<file path="config.mk">
export PLATFORM = sky130hd
export DESIGN_NAME = game_timer_sseg
export DESIGN_NICKNAME = d
export VERILOG_FILES = /design/src/rtl/game_timer_sseg.sv
export SDC_FILE = /design/constraint.sdc
export NUM_CORES = 1
export LEC_CHECK = 0
export CELL_PAD_IN_SITES_DETAIL_PLACEMENT = 1
export CELL_PAD_IN_SITES_GLOBAL_PLACEMENT = 2
export CORE_MARGIN = 8
export CORE_UTILIZATION = 35
export DETAILED_ROUTE_END_ITERATION = 8
export MAX_ROUTING_LAYER = met4
export PLACE_DENSITY_LB_ADDON = 0.1
export SLEW_MARGIN = 20
export SYNTH_ARGS = -nofsm -noshare
export SYNTH_HDL_FRONTEND = slang
export SYNTH_SLANG_ARGS = --single-unit
export TNS_END_PERCENT = 10
</file>
<file path="constraint.sdc">
create_clock -name clk -period 3.8 [get_ports clk]
set_input_delay 0.38 -clock clk [delete_from_list [all_inputs] [get_ports clk]]
set_output_delay 0.38 -clock clk [all_outputs]
set_load 0.01 [all_outputs]
</file>
<file path="src/rtl/game_timer_sseg.sv">
// Elapsed-game-time counter with a 4-digit multiplexed seven-segment driver.
// Counts whole seconds in BCD (0000-9999) under start/stop/clear control and
// scans the four digits onto the active-low Basys3 sseg/an pins.
//
// Handshake/control semantics: start and clear are single-cycle pulses, stop
// is a level. Per cycle the priority is rst > clear > stop > start. There is
// no valid/ready flow control; every input is acted on in the cycle it is
// sampled, and every output is a register.
module game_timer_sseg #(
    parameter int TICK_DIV = 88_000_000,
    parameter int MUX_DIV  = 88_000,
    parameter int BLANK_LZ = 1
) (
    input  logic        clk,
    input  logic        rst,
    input  logic        start,
    input  logic        stop,
    input  logic        clear,
    output logic [15:0] seconds_bcd,
    output logic        running,
    output logic        saturated,
    output logic [6:0]  sseg,
    output logic [3:0]  an,
    output logic [1:0]  fsm_state
);

    typedef enum logic [1:0] {
        IDLE = 2'd0,
        RUN  = 2'd1,
        HALT = 2'd2
    } state_t;

    localparam int PW = $clog2(TICK_DIV);
    localparam int MW = $clog2(MUX_DIV);
    localparam logic [PW-1:0] PRESC_LAST = PW'(TICK_DIV - 1);
    localparam logic [MW-1:0] MUX_LAST   = MW'(MUX_DIV - 1);

    state_t          state;
    state_t          state_next;
    logic [PW-1:0]   presc;
    logic [PW-1:0]   presc_next;
    logic            tick;
    logic            clr;
    logic            at_max;
    logic [15:0]     bcd_inc;
    logic            carry;

    logic [MW-1:0]   mux_cnt;
    logic [MW-1:0]   mux_cnt_next;
    logic [1:0]      idx;
    logic [1:0]      idx_next;
    logic [3:0]      digit_sel;
    logic [3:0]      blank_vec;
    logic [6:0]      seg_next;
    logic [3:0]      an_next;

    // Active-low {g,f,e,d,c,b,a} pattern for one BCD digit.
    function automatic logic [6:0] seg_decode(input logic [3:0] v);
        logic [6:0] s;
        case (v)
            4'd0:    s = 7'b1000000;
            4'd1:    s = 7'b1111001;
            4'd2:    s = 7'b0100100;
            4'd3:    s = 7'b0110000;
            4'd4:    s = 7'b0011001;
            4'd5:    s = 7'b0010010;
            4'd6:    s = 7'b0000010;
            4'd7:    s = 7'b1111000;
            4'd8:    s = 7'b0000000;
            4'd9:    s = 7'b0010000;
            default: s = 7'b1111111;
        endcase
        return s;
    endfunction

    assign at_max    = (seconds_bcd == 16'h9999);
    assign fsm_state = state;

    // Next-state, prescaler and tick decision in control-priority order.
    always_comb begin
        state_next = state;
        presc_next = presc;
        tick       = 1'b0;
        clr        = 1'b0;
        if (clear) begin
            state_next = IDLE;
            presc_next = '0;
            clr        = 1'b1;
        end else if (state == RUN) begin
            if (stop) begin
                // Pause: prescaler keeps its phase until a fresh start reloads it.
                state_next = HALT;
            end else if (presc == PRESC_LAST) begin
                presc_next = '0;
                tick       = 1'b1;
                if (at_max) begin
                    state_next = HALT;
                end
            end else begin
                presc_next = presc + 1'b1;
            end
        end else if (start && !stop && !saturated) begin
            state_next = RUN;
            presc_next = '0;
        end
    end

    // BCD +1 with ripple carry; digits wrap 9 -> 0 and never exceed 9.
    always_comb begin
        bcd_inc = seconds_bcd;
        carry   = 1'b1;
        for (int k = 0; k < 4; k++) begin
            if (carry) begin
                if (seconds_bcd[4*k +: 4] >= 4'd9) begin
                    bcd_inc[4*k +: 4] = 4'd0;
                end else begin
                    bcd_inc[4*k +: 4] = seconds_bcd[4*k +: 4] + 4'd1;
                    carry             = 1'b0;
                end
            end
        end
    end

    // State register, prescaler and running flag move together.
    always_ff @(posedge clk) begin
        if (rst) begin
            state   <= IDLE;
            presc   <= '0;
            running <= 1'b0;
        end else begin
            state   <= state_next;
            presc   <= presc_next;
            running <= (state_next == RUN);
        end
    end

    // Seconds count and saturation flag; 9999 holds instead of wrapping.
    always_ff @(posedge clk) begin
        if (rst || clr) begin
            seconds_bcd <= 16'h0000;
            saturated   <= 1'b0;
        end else if (tick) begin
            if (at_max) begin
                saturated <= 1'b1;
            end else begin
                seconds_bcd <= bcd_inc;
            end
        end
    end

    // Scan timing: next mux count, digit index and the digit it selects.
    always_comb begin
        mux_cnt_next = mux_cnt + 1'b1;
        idx_next     = idx;
        if (mux_cnt == MUX_LAST) begin
            mux_cnt_next = '0;
            idx_next     = idx + 2'd1;
        end
        case (idx_next)
            2'd0:    digit_sel = seconds_bcd[3:0];
            2'd1:    digit_sel = seconds_bcd[7:4];
            2'd2:    digit_sel = seconds_bcd[11:8];
            default: digit_sel = seconds_bcd[15:12];
        endcase
        // A digit is a leading zero when it and everything above it are zero.
        blank_vec[3] = (seconds_bcd[15:12] == 4'd0);
        blank_vec[2] = blank_vec[3] && (seconds_bcd[11:8] == 4'd0);
        blank_vec[1] = blank_vec[2] && (seconds_bcd[7:4] == 4'd0);
        blank_vec[0] = 1'b0;
        if ((BLANK_LZ != 0) && blank_vec[idx_next]) begin
            seg_next = 7'b1111111;
        end else begin
            seg_next = seg_decode(digit_sel);
        end
        an_next = ~(4'b0001 << idx_next);
    end

    // Anode and cathode registers load together so they never disagree.
    always_ff @(posedge clk) begin
        if (rst) begin
            mux_cnt <= '0;
            idx     <= 2'd0;
            an      <= 4'b1110;
            sseg    <= 7'b1000000;
        end else begin
            mux_cnt <= mux_cnt_next;
            idx     <= idx_next;
            an      <= an_next;
            sseg    <= seg_next;
        end
    end

endmodule

</file>
==> results.toml <==
[drt]
dr.pass1.iters = 4
wl_um = 11300
vias_per_cell = 5.39
route.detailed.drc = 0
ant_nets = 0
drt_iter0_markers = 129
wire_per_inst_um = 16.5
vias = 3706

[clock_network]
clkSinkCount = 77
cts_setup_buffers = 0
worstSkewPairLatency_ns = 0.34
clock-root-buffer = "clkbuf_16"
cts.clk_slew.worst_paths_ns = 0.06
cts-htree-levels = 3
cts_tree = "built"
ctsLongestPathBuffers = 2
cts_resized = 0
cts_made_buffers = 9
cts.hold.buffers_added = 0

[worst_setup_path]
cpLargestDelayFamily = "simple AND/OR/NAND/NOR gates"
cp_cell_sequence = "ha_1 > and3_1 > nand3_1 > nor4_4 > xor2_1 > a222oi_1 > inv_1 > ha_1 > nor3_1 > nor3_1 > a211oi_1 > a211oi_1 > a221oi_1"
worstPathArrival_ns = 3.69
cp_slowest_stage_delay_ns = 0.53
critPathKind = "reg2reg"
required_ns = 4.05
path_buf_inv = 1
cp_max_fo = 9
worst_path_max_delay_cell = "nor4_4"
start_kind = "register"
endpoint_kind = "register"

[synth]
yosysWarnings = 0
syn_avg_cell_area_um2 = 8.21
yosys_most_used_dff = "dfxtp_1"
syn-num-nets = 530
synth_top_area_cell = "dfxtp_1"
async_flop_share_pct = 0
synth_cells = 504
ys_seq_area_share_pct = 37.3
synth-seq-cells = 77
synth_edf_count = 0
ys_types = 53
synthesis.area_um2 = 4140
synth_top_cell_area_share_pct = 37.3
ys_top_cells_by_area = "dfxtp_1, ha_1, nor2_1, a21oi_1, nand2_1"

[sta]
fin_tns_setup_ns = 0
finClkSkew_ns = 0.00473
rsz0062_at_grt = "false"
finalCritPeriodShare_pct = 90.7
max_slew_margin_pct = 51.5
max_freq_mhz = 290
finalCriticalPeriod_ns = 3.45
slew_viol_final = 0
tightest_slew_ns = 0.727
final-setup-viol-count = 0
final-hold-violation-count = 0

[global_route]
grt_pass1_wl_um = 19200
groute.usage.overall_pct = 15.2
first_global_vias = 3726
gr-total-overflow = 0
antenna_found_initial = 0
grt_start_max_net_pins = 25

[floorplanning]
ios = 36
die_x_um = 125
core-area_um2 = 11500
rows = 39
initial_core_util_pct = 36.1
design.die.area_um2 = 15600
die_h_um = 125

[power_and_ir_drop]
p_per_area_nw_per_um2 = 344
p_leak_nw = 1.68
total_power_mw = 1.70
vdd_drop_max_uv = 191

[placed_design]
hpwl_um = 8430
port-buffer-count = 35
gp_congestion = 0.863

[layout]
final.fill_count = 1381
diodes = 0
drive_gt1_share_pct = 7.72
final_nets = 565
area_growth_pct = 19.2

[outcome]
status = "finished, final reports clean"

[hold_path]
hold_class = "reg2reg"

[flow_run]
max_cap_viol_count = 0
[kinds of logic after synthesis]
logic type | after synthesis | synth area share [%]
buf+inv | 41 | 3.99
simple gates | 228 | 28.9
mux | 15 | 3.72
fa+ha+maj | 22 | 6.59
flops | 77 | 37.3
compound gates | 92 | 13.4
xor+xnor | 29 | 6.14
[flip-flops by register name, summed over array words and instances (netlist names)]
name and cells:
presc 27, mux_cnt 17, seconds_bcd 16, sseg 7
an 4, fsm_state 2, idx 2, running 1
saturated 1
[power breakdown]
part / switching [mW] / internal (mW) / leakage (nW)
Clock: 0.342 / 0.495 / 0.146
Combinational: 0.0306 / 0.0158 / 0.913
Sequential: 0.00378 / 0.811 / 0.621
Total: 0.376 / 1.32 / 1.68
[final cells by class]
type | count | area, µm² | share of cell area [%]
clock buffers | 13 | 270 | 5.48
clock inverters | 3 | 18.8 | 0.380
inverters | 22 | 82.6 | 1.67
multi-input cells | 386 | 2430 | 49.3
flip-flops and latches | 77 | 1540 | 31.2
well taps | 143 | 179 | 3.63
repair buffers | 43 | 410 | 8.32
[per-stage QoR]
stage / cells / util (%) / setup WS [ns] / cell area (µm²) / hold slack [ns]
final: 687 / 43.0 / 0.355 / 4930 / 0.475
after global routing: 687 / 43.0 / 0.0532 / 4930 / 0.497
after CTS: 687 / 43.0 / 0.343 / 4930 / 0.478
after detailed placement: 671 / 40.5 / 0.364 / 4640 / 0.464
after global placement: 671 / 40.5 / 0.484 / 4640 / 0.444
after floorplan: 504 / - / 0.691 / 4140 / 0.430
[synth_stat cells (7+ instances only)]
| cell type | n |
|---|---|
| ha_1 | 21 |
| nor2_1 | 66 |
| nor3_1 | 17 |
| o21ai_0 | 19 |
| mux2i_1 | 12 |
| nand3_1 | 26 |
| and3_1 | 8 |
| clkbuf_1 | 14 |
| dfxtp_1 | 77 |
| a31oi_1 | 7 |
| a21oi_1 | 39 |
| nand2b_1 | 9 |
| nand4_1 | 13 |
| nand2_1 | 38 |
| inv_1 | 22 |
| xnor2_1 | 13 |
| or3_1 | 7 |
| xor2_1 | 16 |
[layer usage]
metal / part of all wire (%) / track usage, % / wire length, µm
met1: 47 / 18.3 / 5330
met2: 48 / 24.2 / 5440
met3: 2.9 / 2.98 / 327
met4: 2.0 / 6.52 / 232
met5: 0 / - / 0
[path summary, 6_finish.rpt]
path / slack (ns) / cells after the start / startpoint / endpoint
max: 0.35 / 13 / mux_cnt[0]$_SDFF_PP0_ / sseg[4]$_SDFF_PP0_
min reg2reg: 0.47 / 1 / mux_cnt[0]$_SDFF_PP0_ / mux_cnt[0]$_SDFF_PP0_
max reg2reg: 0.35 / 13 / mux_cnt[0]$_SDFF_PP0_ / sseg[4]$_SDFF_PP0_
min: 0.47 / 1 / mux_cnt[0]$_SDFF_PP0_ / mux_cnt[0]$_SDFF_PP0_
[cell usage in the layout, fill, tap and decap left out, types with 16 or more instances in the layout]
cell,synthesis,final
nand2_1,38,38
dfxtp_1,77,77
inv_1,22,22
o21ai_0,19,19
nor3_1,17,17
clkdlybuf4s50_1,0,35
nand3_1,26,26
nor2_1,66,66
ha_1,21,21
xor2_1,16,16
a21oi_1,39,39
No activity file was read; power rests on OpenSTA's default activity.
